<file path="config.mk">
export PLATFORM = sky130hd
export DESIGN_NAME = ascon_perm_engine_flat
export DESIGN_NICKNAME = d
export VERILOG_FILES = /design/src/rtl/ascon_pkg.sv /design/src/rtl/ascon_perm_engine_if.sv /design/src/rtl/ascon_round.sv /design/src/rtl/ascon_perm_engine.sv /design/src/flat_wrapper.sv
export SDC_FILE = /design/constraint.sdc
export NUM_CORES = 2
export LEC_CHECK = 0
export ABC_AREA = 0
export CORE_MARGIN = 2
export CORE_UTILIZATION = 48
export DETAILED_ROUTE_END_ITERATION = 10
export GPL_TIMING_DRIVEN = 0
export PLACE_DENSITY = 0.79
export SKIP_CTS_REPAIR_TIMING = 1
export SLEW_MARGIN = 15
export SYNTH_ARGS = -nofsm -noshare
export SYNTH_HDL_FRONTEND = slang
export SYNTH_SLANG_ARGS = --single-unit
</file>
<file path="constraint.sdc">
create_clock -name clk_i -period 2.55 [get_ports clk_i]
set_input_delay 0.51 -clock clk_i [delete_from_list [all_inputs] [get_ports clk_i]]
set_output_delay 0.51 -clock clk_i [all_outputs]
set_load 0.01 [all_outputs]
</file>
<file path="src/rtl/ascon_pkg.sv">
// Shared definitions for the Ascon permutation engine.
//   state_t          : five 64-bit words, x0 in the most significant slot
//   ASCON_MAX_ROUNDS : round count of the full permutation p^12
//   ROUND_CONST      : the twelve round constants, indexed by round number
//   fsm_e            : engine FSM states, used for the debug output
//   round_const()    : bounded lookup into ROUND_CONST
package ascon_pkg;

  typedef logic [0:4][63:0] state_t;

  localparam int unsigned ASCON_MAX_ROUNDS = 12;

  localparam logic [7:0] ROUND_CONST [12] = '{
    8'hf0, 8'he1, 8'hd2, 8'hc3, 8'hb4, 8'ha5,
    8'h96, 8'h87, 8'h78, 8'h69, 8'h5a, 8'h4b
  };

  typedef enum logic [0:0] {
    FSM_IDLE = 1'b0,
    FSM_BUSY = 1'b1
  } fsm_e;

  // Indices past the table only occur on idle cycles where the round
  // output is discarded, so returning zero there is harmless.
  function automatic logic [7:0] round_const(input logic [3:0] idx);
    return (idx < 4'd12) ? ROUND_CONST[idx] : 8'h00;
  endfunction

endpackage

</file>
<file path="src/rtl/ascon_perm_engine_if.sv">
// Request/status bundle of the Ascon permutation engine.
//   master : requester side (drives start_i, rounds_i, abort_i, state_i)
//   slave  : engine side (drives ready_o, busy_o, state_o, update_state_o,
//            done_o, err_o, fsm_dbg_o)
// Handshake: a request transfers on a rising clk edge where start_i=1 and
// ready_o=1 (with abort_i=0); rounds_i and state_i are sampled only on that
// edge. Completion is signalled by a one-cycle done_o pulse, a rejected
// request by a one-cycle err_o pulse; no back-pressure exists on either.
interface ascon_perm_engine_if;
  import ascon_pkg::*;

  logic       start_i;
  logic [3:0] rounds_i;
  logic       abort_i;
  state_t     state_i;
  logic       ready_o;
  logic       busy_o;
  state_t     state_o;
  logic       update_state_o;
  logic       done_o;
  logic       err_o;
  fsm_e       fsm_dbg_o;

  modport master (
    output start_i, rounds_i, abort_i, state_i,
    input  ready_o, busy_o, state_o, update_state_o, done_o, err_o, fsm_dbg_o
  );

  modport slave (
    input  start_i, rounds_i, abort_i, state_i,
    output ready_o, busy_o, state_o, update_state_o, done_o, err_o, fsm_dbg_o
  );

endinterface

</file>
<file path="src/rtl/ascon_round.sv">
// One combinational Ascon round: constant addition, 5-bit S-box layer
// (bit-sliced boolean form), linear diffusion layer.
//   state_i : state entering the round
//   rc_i    : round constant XORed into the low byte of x2
//   state_o : state leaving the round
module ascon_round
  import ascon_pkg::*;
(
  input  state_t     state_i,
  input  logic [7:0] rc_i,
  output state_t     state_o
);

  logic [63:0] x0, x1, x2, x3, x4;
  logic [63:0] t0, t1, t2, t3, t4;

  function automatic logic [63:0] rotr(input logic [63:0] v, input int unsigned n);
    return (v >> n) | (v << (64 - n));
  endfunction

  always_comb begin
    x0 = state_i[0];
    x1 = state_i[1];
    x2 = state_i[2] ^ {56'h0, rc_i};
    x3 = state_i[3];
    x4 = state_i[4];

    x0 = x0 ^ x4;
    x4 = x4 ^ x3;
    x2 = x2 ^ x1;
    t0 = ~x0 & x1;
    t1 = ~x1 & x2;
    t2 = ~x2 & x3;
    t3 = ~x3 & x4;
    t4 = ~x4 & x0;
    x0 = x0 ^ t1;
    x1 = x1 ^ t2;
    x2 = x2 ^ t3;
    x3 = x3 ^ t4;
    x4 = x4 ^ t0;
    x1 = x1 ^ x0;
    x0 = x0 ^ x4;
    x3 = x3 ^ x2;
    x2 = ~x2;

    state_o[0] = x0 ^ rotr(x0, 19) ^ rotr(x0, 28);
    state_o[1] = x1 ^ rotr(x1, 61) ^ rotr(x1, 39);
    state_o[2] = x2 ^ rotr(x2, 1)  ^ rotr(x2, 6);
    state_o[3] = x3 ^ rotr(x3, 10) ^ rotr(x3, 17);
    state_o[4] = x4 ^ rotr(x4, 7)  ^ rotr(x4, 41);
  end

endmodule

</file>
<file path="src/rtl/ascon_perm_engine.sv">
// Iterative Ascon permutation p^a with UNROLL rounds per clock.
// Optional feature macro: ASCON_PERM_INTR_EN adds a sticky completion
// interrupt (intr_o) and its clear input (intr_clr_i).
//   clk_i, rst_n_i : clock, asynchronous active-low reset
//   bus            : ascon_perm_engine_if.slave request/status bundle
//   intr_clr_i     : clears intr_o (interrupt build only)
//   intr_o         : set by done_o, held until cleared (interrupt build only)
// A request for r rounds runs the last r rounds of p^12, i.e. round
// constants MAX_ROUNDS-r .. MAX_ROUNDS-1.
module ascon_perm_engine
  import ascon_pkg::*;
#(
  parameter int unsigned UNROLL     = 1,
  parameter int unsigned MAX_ROUNDS = ASCON_MAX_ROUNDS
) (
  input  logic clk_i,
  input  logic rst_n_i,
`ifdef ASCON_PERM_INTR_EN
  input  logic intr_clr_i,
  output logic intr_o,
`endif
  ascon_perm_engine_if.slave bus
);

  localparam logic [0:0] ST_IDLE = 1'b0;
  localparam logic [0:0] ST_BUSY = 1'b1;

  logic [0:0] fsm_q;
  logic [3:0] idx_q;
  state_t     state_q;
  logic       done_q;
  logic       err_q;

  logic       legal;
  logic [3:0] idx_next;
  logic       last_step;
  state_t     chain [UNROLL+1];

  assign legal = (bus.rounds_i != 4'd0) &&
                 (bus.rounds_i <= 4'(MAX_ROUNDS)) &&
                 ((UNROLL == 1) || !bus.rounds_i[0]);

  assign idx_next  = idx_q + 4'(UNROLL);
  assign last_step = (idx_next == 4'(MAX_ROUNDS));

  assign chain[0] = state_q;

  for (genvar g = 0; g < UNROLL; g++) begin : g_round
    ascon_round u_round (
      .state_i (chain[g]),
      .rc_i    (round_const(idx_q + 4'(g))),
      .state_o (chain[g+1])
    );
  end

  always_ff @(posedge clk_i or negedge rst_n_i) begin
    if (!rst_n_i) begin
      fsm_q   <= ST_IDLE;
      idx_q   <= 4'd0;
      state_q <= '0;
      done_q  <= 1'b0;
      err_q   <= 1'b0;
    end else begin
      done_q <= 1'b0;
      err_q  <= 1'b0;
      case (fsm_q)
        ST_IDLE: begin
          // Abort in IDLE suppresses the start entirely, including err_o.
          if (bus.start_i && !bus.abort_i) begin
            if (legal) begin
              state_q <= bus.state_i;
              idx_q   <= 4'(MAX_ROUNDS) - bus.rounds_i;
              fsm_q   <= ST_BUSY;
            end else begin
              err_q <= 1'b1;
            end
          end
        end
        ST_BUSY: begin
          // Abort wins over the final step: no round applied, no done_o.
          if (bus.abort_i) begin
            fsm_q <= ST_IDLE;
          end else begin
            state_q <= chain[UNROLL];
            idx_q   <= idx_next;
            if (last_step) begin
              fsm_q  <= ST_IDLE;
              done_q <= 1'b1;
            end
          end
        end
        default: fsm_q <= ST_IDLE;
      endcase
    end
  end

`ifdef ASCON_PERM_INTR_EN
  always_ff @(posedge clk_i or negedge rst_n_i) begin
    if (!rst_n_i) begin
      intr_o <= 1'b0;
    end else if (done_q) begin
      intr_o <= 1'b1;
    end else if (intr_clr_i) begin
      intr_o <= 1'b0;
    end
  end
`endif

  assign bus.ready_o        = (fsm_q == ST_IDLE);
  assign bus.busy_o         = (fsm_q == ST_BUSY);
  assign bus.update_state_o = (fsm_q == ST_BUSY);
  assign bus.state_o        = state_q;
  assign bus.done_o         = done_q;
  assign bus.err_o          = err_q;
  assign bus.fsm_dbg_o      = fsm_e'(fsm_q);

endmodule
</file>
<file path="src/flat_wrapper.sv">
// flat-port wrapper written by rule: the top's interface ports become plain ports
module ascon_perm_engine_flat import ascon_pkg::*;
#(
  parameter int unsigned UNROLL     = 1,
  parameter int unsigned MAX_ROUNDS = ASCON_MAX_ROUNDS
)
  (clk_i, rst_n_i, bus_start_i, bus_rounds_i, bus_abort_i, bus_state_i, bus_ready_o, bus_busy_o, bus_state_o, bus_update_state_o, bus_done_o, bus_err_o, bus_fsm_dbg_o);
  ascon_perm_engine_if bus_i ();
  input  logic clk_i;
  input  logic rst_n_i;
  input wire logic [$bits(bus_i.start_i)-1:0] bus_start_i;
  input wire logic [$bits(bus_i.rounds_i)-1:0] bus_rounds_i;
  input wire logic [$bits(bus_i.abort_i)-1:0] bus_abort_i;
  input wire logic [$bits(bus_i.state_i)-1:0] bus_state_i;
  output wire logic [$bits(bus_i.ready_o)-1:0] bus_ready_o;
  output wire logic [$bits(bus_i.busy_o)-1:0] bus_busy_o;
  output wire logic [$bits(bus_i.state_o)-1:0] bus_state_o;
  output wire logic [$bits(bus_i.update_state_o)-1:0] bus_update_state_o;
  output wire logic [$bits(bus_i.done_o)-1:0] bus_done_o;
  output wire logic [$bits(bus_i.err_o)-1:0] bus_err_o;
  output wire logic [$bits(bus_i.fsm_dbg_o)-1:0] bus_fsm_dbg_o;
  assign bus_i.start_i = bus_start_i;
  assign bus_i.rounds_i = bus_rounds_i;
  assign bus_i.abort_i = bus_abort_i;
  assign bus_i.state_i = bus_state_i;
  assign bus_ready_o = bus_i.ready_o;
  assign bus_busy_o = bus_i.busy_o;
  assign bus_state_o = bus_i.state_o;
  assign bus_update_state_o = bus_i.update_state_o;
  assign bus_done_o = bus_i.done_o;
  assign bus_err_o = bus_i.err_o;
  assign bus_fsm_dbg_o = bus_i.fsm_dbg_o;
  ascon_perm_engine #(.UNROLL(UNROLL), .MAX_ROUNDS(MAX_ROUNDS)) u_core (.clk_i(clk_i), .rst_n_i(rst_n_i), .bus(bus_i));
endmodule
</file>
==> impl_metrics.toml <==
[outcome]
outcome = "finished with violations"
violations = "setup timing"

[sta]
setup_violations = 165
slew_headroom_pct = 15.8
fmax_mhz = 347
tightestPinTransition_ns = 1.26
period_needed_ns = 2.88
worst_slack_ns = -0.328
final.setup_skew_ns = 0.0262
period_share_pct = 113
setup_tns_ns = -6.40
final_max_slew_viol_count = 0
holdWs_ns = 0.331
rsz0062_at_grt = "yes"
hold_viol_final = 0

[finish]
layout_common_cells = "clkdlybuf4s50_1 (649), nand2_1 (375), xnor2_1 (358)"
drive_gt1_share_pct = 13.2
syn_to_final_growth_pct = 43.4
mostFrequentLayoutCell = "clkdlybuf4s50_1"
layout.nets = 4438
final_cell_area_sq_um = 42900

[yosys]
async_flop_share_pct = 100
ys_top_cells_by_area = "dfrtp_1 (27%), xnor2_1 (15%), xnor3_1 (13%), xor2_1 (7.0%), ha_1 (5.4%)"
synth.largest_area_cell = "dfrtp_1"
synthCells = 3222
synth.cell_area_sq_um = 29900
seq_area_frac_synth_pct = 27.4
synth_nets = 3680
yosys_warnings = 0
ys_types = 43
synth-seq-cells = 327
synth_area_per_cell_sq_um = 9.28
synth_edf_count = 0
synth_top_flop_cell = "dfrtp_1"
synth_top_area_share_pct = 27.4

[setup_path]
cp-endpoint = "u_core.bus.state_o[197]"
critPathKind = "reg -> reg"
worstPathArrival_ns = 3.35
rr_endpoint = "u_core.bus.state_o[197]"
r2r_start = "u_core.idx_q[3]"
reg2regPathDepth = 8
crit_start = "u_core.idx_q[3]"
start_kind = "register"
crit_path_end_kind = "register"
reg2reg_setup_slack_ns = -0.33
crit_fanout = 8
crit_required_ns = 3.02

[drt]
drt-initial-drc-count = 4517
wl_per_cell_microns = 36.8
firstDrtPassIters = 8
vias_per_cell = 6.40
drc_errors = 0
vias = 31100
drtAntennaViolNets = 0
wirelength_microns = 179000

[placed_design]
portBuffers = 652
gp_congestion = 1.11
placed_area_sq_um = 37600
pre_cts_slack_ns = -2.43
dp_hpwl_microns = 141000

[die]
initial_core_util_pct = 48.5
die_y_microns = 254
fp.dieW_microns = 254
rows = 91
die_area_sq_um = 64300
ioPinCount = 654
core_sq_um = 61700

[grt]
first_global_vias = 28500
grt-busiest-layer = "met2"
grtUsageTotal_pct = 52.0
grt_use_met3_pct = 14.4
grt.overflow.total = 0
grt_pass1_wl_microns = 226000
grt_max_degree = 99
use_met1_pct = 64.7
gr-usage-met2_pct = 77.3
antenna_found_initial = 11

[clock_tree]
cts.clk_slew.worst_paths_ns = 0.07
cts_num_sinks = 327
cts_tree = "done"
clock_latency_ns = 0.61
cts_root_buf = "clkbuf_16"
cts_buffer_depth = 3
cts_inserted_buffers = 43
htreeDepth = 2

[flow_run]
drv_cap = 0

[hold_path]
hold_depth = 3
holdCritPathClass = "in -> reg"
-- per-stage QoR --
stage	utilization (%)	cells
after floorplan	-	3222
after global placement	60.7	4711
after detailed placement	61.0	4714
after CTS	63.3	4791
after global routing	69.5	4849
final	69.5	4856
-- cells by family (layout without fill, tap and decap cells) --
family          after synthesis  count (layout)  share of synthesized area [%]
mux                          31              31                           1.07
flops                       327             327                           27.4
buf+inv                     327            1117                           4.45
xor+xnor                    975             975                           38.0
simple gates                641             641                           8.65
fa+ha+maj                   178             178                           7.04
other cells                   0               7                              0
compound gates              743             743                           13.4
-- flip-flops by register name, summed over array words and instances (netlist names) --
name	count
u_core.bus.done_o	1
u_core.bus.busy_o	1
u_core.bus.err_o	1
u_core.bus.state_o	320
u_core.idx_q	4
-- cells in the mapped netlist, drive strengths merged, types with 2 or more instances --
cell type,count
nand2,377
o22ai,31
a221o,2
xnor3,179
and3,61
buf,50
mux2i,30
nand3,2
a21boi,2
dfrtp,327
nand3b,2
ha,130
inv,180
a31oi,2
nor2,194
clkbuf,97
xor3,16
a21o,37
a21oi,309
xnor2,538
nand2b,2
xor2,242
o21ai,307
a22oi,50
maj3,48
-- worst max-delay path, cell delays in order (launching register included) --
cell	delay (ns)
dfrtp_1	0.39
buf_8	0.16
nand2b_4	0.15
xnor2_2	0.27
ha_4	0.24
xor2_4	0.11
xnor2_4	0.40
xnor3_2	0.64
a221o_1	0.37
-- worst min-delay path by stage --
stage,from,to,slack (ns)
floorplan,rst_n_i,u_core.bus.busy_o,0.21
global placement,u_core.bus.state_o[131],u_core.bus.state_o[131],0.51
detailed placement,rst_n_i,u_core.bus.state_o[153],0.46
CTS,rst_n_i,u_core.bus.state_o[225],-0.16
global route,bus_rounds_i[0],u_core.idx_q[0],0.41
finish,bus_rounds_i[0],u_core.idx_q[0],0.33
-- area by class of cell --
type | instances | area, sq um
clock buffer | 59 | 1230
clock inverter | 18 | 208
buffer | 147 | 1060
tap | 837 | 1050
inverter | 180 | 679
timing repair buffer | 713 | 7240
antenna | 7 | 17.5
multi-input combinational | 2568 | 23200
fill | 4520 | 18800
sequential | 327 | 8190
-- layer usage --
metal | vias up | wire (microns)
li1 | 12200 | -
met1 | 15100 | 61600
met2 | 2822 | 74300
met3 | 923 | 24400
met4 | 14 | 18100
met5 | - | 198
Power is left out: the tool's default activity adds up to more than one toggle a clock period on the data nets, which glitch-free logic cannot reach.
